### config.mk
export PLATFORM = sky130hd
export DESIGN_NAME = max7219_cmd_arbiter
export DESIGN_NICKNAME = d
export VERILOG_FILES = /design/src/rtl/max7219_pkg.sv /design/src/rtl/max7219_cmd_arbiter_rr_picker.sv /design/src/rtl/max7219_cmd_arbiter.sv
export SDC_FILE = /design/constraint.sdc
export NUM_CORES = 1
export LEC_CHECK = 0
export ABC_AREA = 1
export BUFFER_PORTS_ARGS = -buffer_cell sky130_fd_sc_hd__buf_4
export CORE_MARGIN = 3
export CORE_UTILIZATION = 40
export DETAILED_ROUTE_END_ITERATION = 12
export GPL_TIMING_DRIVEN = 0
export HOLD_SLACK_MARGIN = 0.08
export PLACE_DENSITY_LB_ADDON = 0.12
export SLEW_MARGIN = 20
export SYNTH_ARGS = -nofsm -noshare
export SYNTH_HDL_FRONTEND = slang
export SYNTH_SLANG_ARGS = --single-unit
export TNS_END_PERCENT = 1
### constraint.sdc
create_clock -name clock -period 4.79 [get_ports clock]
set_input_delay 1.1975 -clock clock [delete_from_list [all_inputs] [get_ports clock]]
set_output_delay 1.1975 -clock clock [all_outputs]
set_load 0.01 [all_outputs]
### src/rtl/max7219_pkg.sv
// Shared types and MAX7219 register map for the command arbiter and its helpers.
package max7219_pkg;

    localparam int ADDR_W = 8;
    localparam int DATA_W = 8;

    typedef enum logic [1:0] {
        IDLE      = 2'd0,
        ISSUE     = 2'd1,
        WAIT_DONE = 2'd2
    } state_t;

    localparam logic [ADDR_W-1:0] DIGIT0     = 8'h01;
    localparam logic [ADDR_W-1:0] DIGIT1     = 8'h02;
    localparam logic [ADDR_W-1:0] DIGIT2     = 8'h03;
    localparam logic [ADDR_W-1:0] DIGIT3     = 8'h04;
    localparam logic [ADDR_W-1:0] DIGIT4     = 8'h05;
    localparam logic [ADDR_W-1:0] DIGIT5     = 8'h06;
    localparam logic [ADDR_W-1:0] DIGIT6     = 8'h07;
    localparam logic [ADDR_W-1:0] DIGIT7     = 8'h08;
    localparam logic [ADDR_W-1:0] DECODE     = 8'h09;
    localparam logic [ADDR_W-1:0] INTENSITY  = 8'h0A;
    localparam logic [ADDR_W-1:0] SCAN_LIMIT = 8'h0B;
    localparam logic [ADDR_W-1:0] SHUTDOWN   = 8'h0C;
    localparam logic [ADDR_W-1:0] TEST       = 8'h0F;

endpackage

### src/rtl/max7219_cmd_arbiter_rr_picker.sv
// Combinational round-robin selector: first set bit of valid after index last, with wrap.
module rr_picker #(
    parameter int N = 4
) (
    input  logic [N-1:0] valid,
    input  logic [2:0]   last,
    output logic         found,
    output logic [2:0]   index
);

    logic [N-1:0] rot;

    always_comb begin
        found = 1'b0;
        index = 3'd0;
        rot   = '0;
        for (int k = 1; k <= N; k++) begin
            rot = valid >> ((int'(last) + k) % N);
            if (!found && rot[0]) begin
                found = 1'b1;
                index = 3'((int'(last) + k) % N);
            end
        end
    end

endmodule

### src/rtl/max7219_cmd_arbiter.sv
// Round-robin arbiter sharing one MAX7219 serial write engine between NUM_REQ sources.
// Optional phase timeout enabled by defining MAX7219_ARB_TIMEOUT_EN.
module max7219_cmd_arbiter
    import max7219_pkg::*;
#(
    parameter int NUM_REQ        = 4,
    parameter int TIMEOUT_CYCLES = 4096
) (
    input  logic                  clock,
    input  logic                  reset,
    input  logic [NUM_REQ-1:0]    req_valid,
    input  logic [NUM_REQ*8-1:0]  req_addr,
    input  logic [NUM_REQ*8-1:0]  req_data,
    output logic [NUM_REQ-1:0]    req_ready,
    output logic [NUM_REQ-1:0]    req_done,
    output logic                  eng_start,
    output logic [ADDR_W-1:0]     eng_addr,
    output logic [DATA_W-1:0]     eng_data,
    input  logic                  eng_busy,
    output logic                  arb_busy,
    output logic [2:0]            grant_id,
    output logic                  timeout_err,
    output state_t                fsm_state
);

    // Handshake: a request is taken on the edge where req_valid[i] and req_ready[i]
    // are both high; ready is only offered in IDLE with the engine idle and never
    // without the matching valid.

    state_t     state, next_state;
    logic [2:0] last_grant;
    logic [2:0] winner;
    logic       found;
    logic       accept;
    logic       abort;

    rr_picker #(.N(NUM_REQ)) u_picker (
        .valid (req_valid),
        .last  (last_grant),
        .found (found),
        .index (winner)
    );

    assign arb_busy  = (state != IDLE);
    assign fsm_state = state;

    always_comb begin
        accept     = (state == IDLE) && !reset && !eng_busy && found;
        req_ready  = '0;
        next_state = state;
        if (accept) req_ready = NUM_REQ'(1) << winner;
        case (state)
            IDLE:      if (accept) next_state = ISSUE;
            ISSUE: begin
                if (abort)         next_state = IDLE;
                else if (eng_busy) next_state = WAIT_DONE;
            end
            WAIT_DONE: if (abort || !eng_busy) next_state = IDLE;
            default:   next_state = IDLE;
        endcase
    end

    always_ff @(posedge clock) begin
        if (reset) state <= IDLE;
        else       state <= next_state;
    end

    always_ff @(posedge clock) begin
        if (reset) begin
            eng_start  <= 1'b0;
            eng_addr   <= '0;
            eng_data   <= '0;
            grant_id   <= 3'd0;
            last_grant <= 3'(NUM_REQ - 1);
            req_done   <= '0;
        end else begin
            req_done <= '0;
            case (state)
                IDLE: begin
                    if (accept) begin
                        eng_addr   <= ADDR_W'(req_addr >> {winner, 3'b000});
                        eng_data   <= DATA_W'(req_data >> {winner, 3'b000});
                        grant_id   <= winner;
                        last_grant <= winner;
                        eng_start  <= 1'b1;
                    end
                end
                ISSUE: begin
                    if (abort || eng_busy) eng_start <= 1'b0;
                    if (abort) req_done <= NUM_REQ'(1) << grant_id;
                end
                WAIT_DONE: begin
                    if (abort || !eng_busy) req_done <= NUM_REQ'(1) << grant_id;
                end
                default: eng_start <= 1'b0;
            endcase
        end
    end

`ifdef MAX7219_ARB_TIMEOUT_EN
    logic [15:0] phase_cnt;

    assign abort = (state != IDLE) && (phase_cnt == 16'(TIMEOUT_CYCLES - 1));

    // Counter restarts on every entry into a waiting phase.
    always_ff @(posedge clock) begin
        if (reset) begin
            phase_cnt   <= '0;
            timeout_err <= 1'b0;
        end else begin
            if (next_state != state && next_state != IDLE) phase_cnt <= '0;
            else if (state != IDLE)                        phase_cnt <= phase_cnt + 16'd1;
            if (abort) timeout_err <= 1'b1;
        end
    end
`else
    logic unused_timeout_cfg;

    assign unused_timeout_cfg = (TIMEOUT_CYCLES != 0);
    assign abort              = 1'b0;
    assign timeout_err        = 1'b0;
`endif

endmodule

==> impl_metrics.env <==
export IMPL_max_cap_violations=0
export IMPL_grt_max_degree=15
export IMPL_rsz0062_at_grt="false"
export IMPL_tns_ns=0
export IMPL_antenna_found_initial=0
export IMPL_grt_pass1_vias=2401
export IMPL_ys_ff_latch=27
export IMPL_postSynthCellCount=337
export IMPL_finalSetupViolations=0
export IMPL_rr_startpoint="last_grant[1]"
export IMPL_seq_area_frac_synth_pct=27.3
export IMPL_drt_vias_per_instance=4.87
export IMPL_r2r_end="eng_addr[4]"
export IMPL_hold_depth=2
export IMPL_numCtsBuffers=3
export IMPL_cts_root_buf="clkbuf_8"
export IMPL_max_freq_ghz=0.252
export IMPL_placedCellCount=503
export IMPL_dieArea_sq_mm=0.00583
export IMPL_clk_latency_ns=0.26
export IMPL_cts_tree="done"
export IMPL_peakVddDrop_mv=0.281
export IMPL_fin_nets=514
export IMPL_pwr_density_cell_mw_per_mm2=617
export IMPL_wl_mm=6.10
export IMPL_worstHoldStart="eng_start"
export IMPL_reg2regPathDepth=16
export IMPL_drive_gt1_share_pct=32.4
export IMPL_grt_remaining_overflow=0
export IMPL_start_util_pct=43.3
export IMPL_insertedDiodeCount=0
export IMPL_outcome="completed"
export IMPL_ant_nets=0
export IMPL_cp_arrival_ns=2.78
export IMPL_fp_dieW_um=76.3
export IMPL_die_height_um=76.3
export IMPL_cp_required_ns=3.59
export IMPL_port_buffers=100
export IMPL_clock_sinks=27
export IMPL_synth_warnings=0
export IMPL_cts_resized_gates=0
export IMPL_post_layout_nonfiller_instances=507
export IMPL_syn_to_final_growth_pct=44.5
export IMPL_grt_use_total_pct=20.6
export IMPL_cts_setup_buffers=0
export IMPL_power_leakage_uw=0.00162
export IMPL_hold_violations=0
export IMPL_power_uw=1760
export IMPL_dp_slack_ns=0.840
export IMPL_drc=0
export IMPL_gp_congestion=0.900
export IMPL_fin_ws_ns=0.817
export IMPL_hold_path_class="reg -> reg"
export IMPL_worst_setup_path_type="in -> out"
export IMPL_multiInputGateArea_sq_mm=0.00125
export IMPL_end_kind="output pin"
export IMPL_hpwl_mm=4.93
export IMPL_min_to="eng_start"
export IMPL_htreeDepth=1
export IMPL_fill_cells=479
export IMPL_clk_pin_slew_ns=0.08
export IMPL_finalMaxSlewViolations=0
export IMPL_first_pass_iters=4
export IMPL_cp_max_fo=10
export IMPL_min_period_ns=3.97
export IMPL_grt_pass1_wl_mm=10.2
export IMPL_synth_distinct_cells=27
export IMPL_hold_buffers=0
export IMPL_drt_iter0_markers=108
export IMPL_core_area_sq_mm=0.00456
export IMPL_clock_skew_ns=0.00238
export IMPL_startpoint_type="input port"
export IMPL_routedWlPerCell_um=12.0
export IMPL_io_pin_count=103
export IMPL_period_share_pct=82.9
export IMPL_synth_area_sq_mm=0.00198
export IMPL_holdWs_ns=0.476
export IMPL_clockBufferDepth=2
export IMPL_rows=24
export IMPL_reg2reg_slack_ns=2.75
export IMPL_ff_latch_area_sq_um=541
export IMPL_via_count=2467
export IMPL_syn_avg_cell_area_sq_um=5.87
-- power by group --
group / switching, uW / internal, uW / leakage, uW
clock network: 64.1 / 59.4 / 0.0000228
registers: 47.4 / 299 / 0.000221
logic: 796 / 498 / 0.00138
total: 907 / 857 / 0.00162
-- placed cells by master, fill, tap and decap left out, types with 2 or more instances in the layout --
cell	n
nand3_2	2
nand2_2	11
nor2_1	11
buf_2	8
conb_1	2
dfxtp_1	27
nand3_1	22
nand2_1	180
buf_4	106
a21oi_1	2
nand4_1	32
clkbuf_1	5
clkbuf_8	3
o21ai_0	4
inv_2	4
buf_6	3
inv_1	9
-- per-layer routing --
layer / vias to the layer above / global-route usage (%) / share of wire (%)
li1: 1291 / - / -
met1: 1055 / 25.3 / 41
met2: 109 / 35.1 / 47
met3: 12 / 6.38 / 10
met4: 0 / 4.89 / 2.0
met5: - / 0 / 0
-- Yosys cell counts --
master      n  area, sq um
nand2_1   180          676
nand4_1    32          200
dfxtp_1    27          541
nand3_1    22          110
nand2_2    11         68.8
nor2_1     11         41.3
inv_1       9         33.8
buf_2       8         40.0
buf_4       6         45.0
clkbuf_1    4         15.0
inv_2       4         15.0
o21ai_0     4         20.0
buf_6       3         33.8
a21oi_1     2         10.0
nand3_2     2         20.0
a211oi_1    1         7.51
a21oi_2     1         8.76
a21oi_4     1         16.3
clkinv_1    1         3.75
conb_1      1         3.75
inv_4       1         6.26
nand3_4     1         17.5
nand3b_1    1         7.51
nor2_4      1         11.3
nor3_1      1         5.00
o21ai_1     1         5.00
o21ai_4     1         16.3
-- area by class of cell --
cell class              instances  share of cell area [%]
multi-input cells             275                    43.7
repair buffers                100                    26.3
flip-flops and latches         27                    18.9
plain buffers                  21                    4.68
well taps                      65                    2.84
inverters                      15                    2.06
clock buffers                   4                    1.58
-- cell families (layout without fill, tap and decap cells) --
logic type | Yosys count | in the layout | share of synthesized area (%)
compound gates | 11 | 11 | 4.24
buf+inv | 36 | 140 | 9.74
flops | 27 | 27 | 27.3
other cells | 1 | 2 | 0.190
simple gates | 262 | 262 | 58.5
-- worst max path at each step --
stage                  from            to  cells past startpoint
3_5_place_dp   req_valid[3]  req_ready[3]                     12
4_1_cts        req_valid[3]  req_ready[3]                     12
5_1_grt        req_valid[3]  req_ready[3]                     12
2_1_floorplan  req_valid[3]  req_ready[0]                     10
6_report       req_valid[3]  req_ready[3]                     12
3_3_place_gp   req_valid[3]  req_ready[3]                     12
-- through the flow --
| stage | cell area, sq um | utilization (%) |
|---|---|---|
| floorplan | 1980 | - |
| global placement | 2810 | 61.7 |
| finish | 2860 | 62.6 |
| detailed placement | 2810 | 61.7 |
| global route | 2860 | 62.6 |
| CTS | 2860 | 62.6 |
-- sequential cells by signal, indices dropped and copies added (netlist names) --
name and cells:
eng_addr 8, eng_data 8, req_done 4, fsm_state 2
grant_id 2, last_grant 2, eng_start 1
-- critical path, cell delays in order --
cell and delay (ns):
buf_4 0.11, nand2_1 0.09, nand2_2 0.07, nand2_1 0.08, nand2_1 0.09, nor2_4 0.15
nand2_1 0.12, o21ai_4 0.33, buf_6 0.20, nand2_2 0.08, nor2_1 0.12, buf_4 0.13
Power figures use the tool's default switching activity.
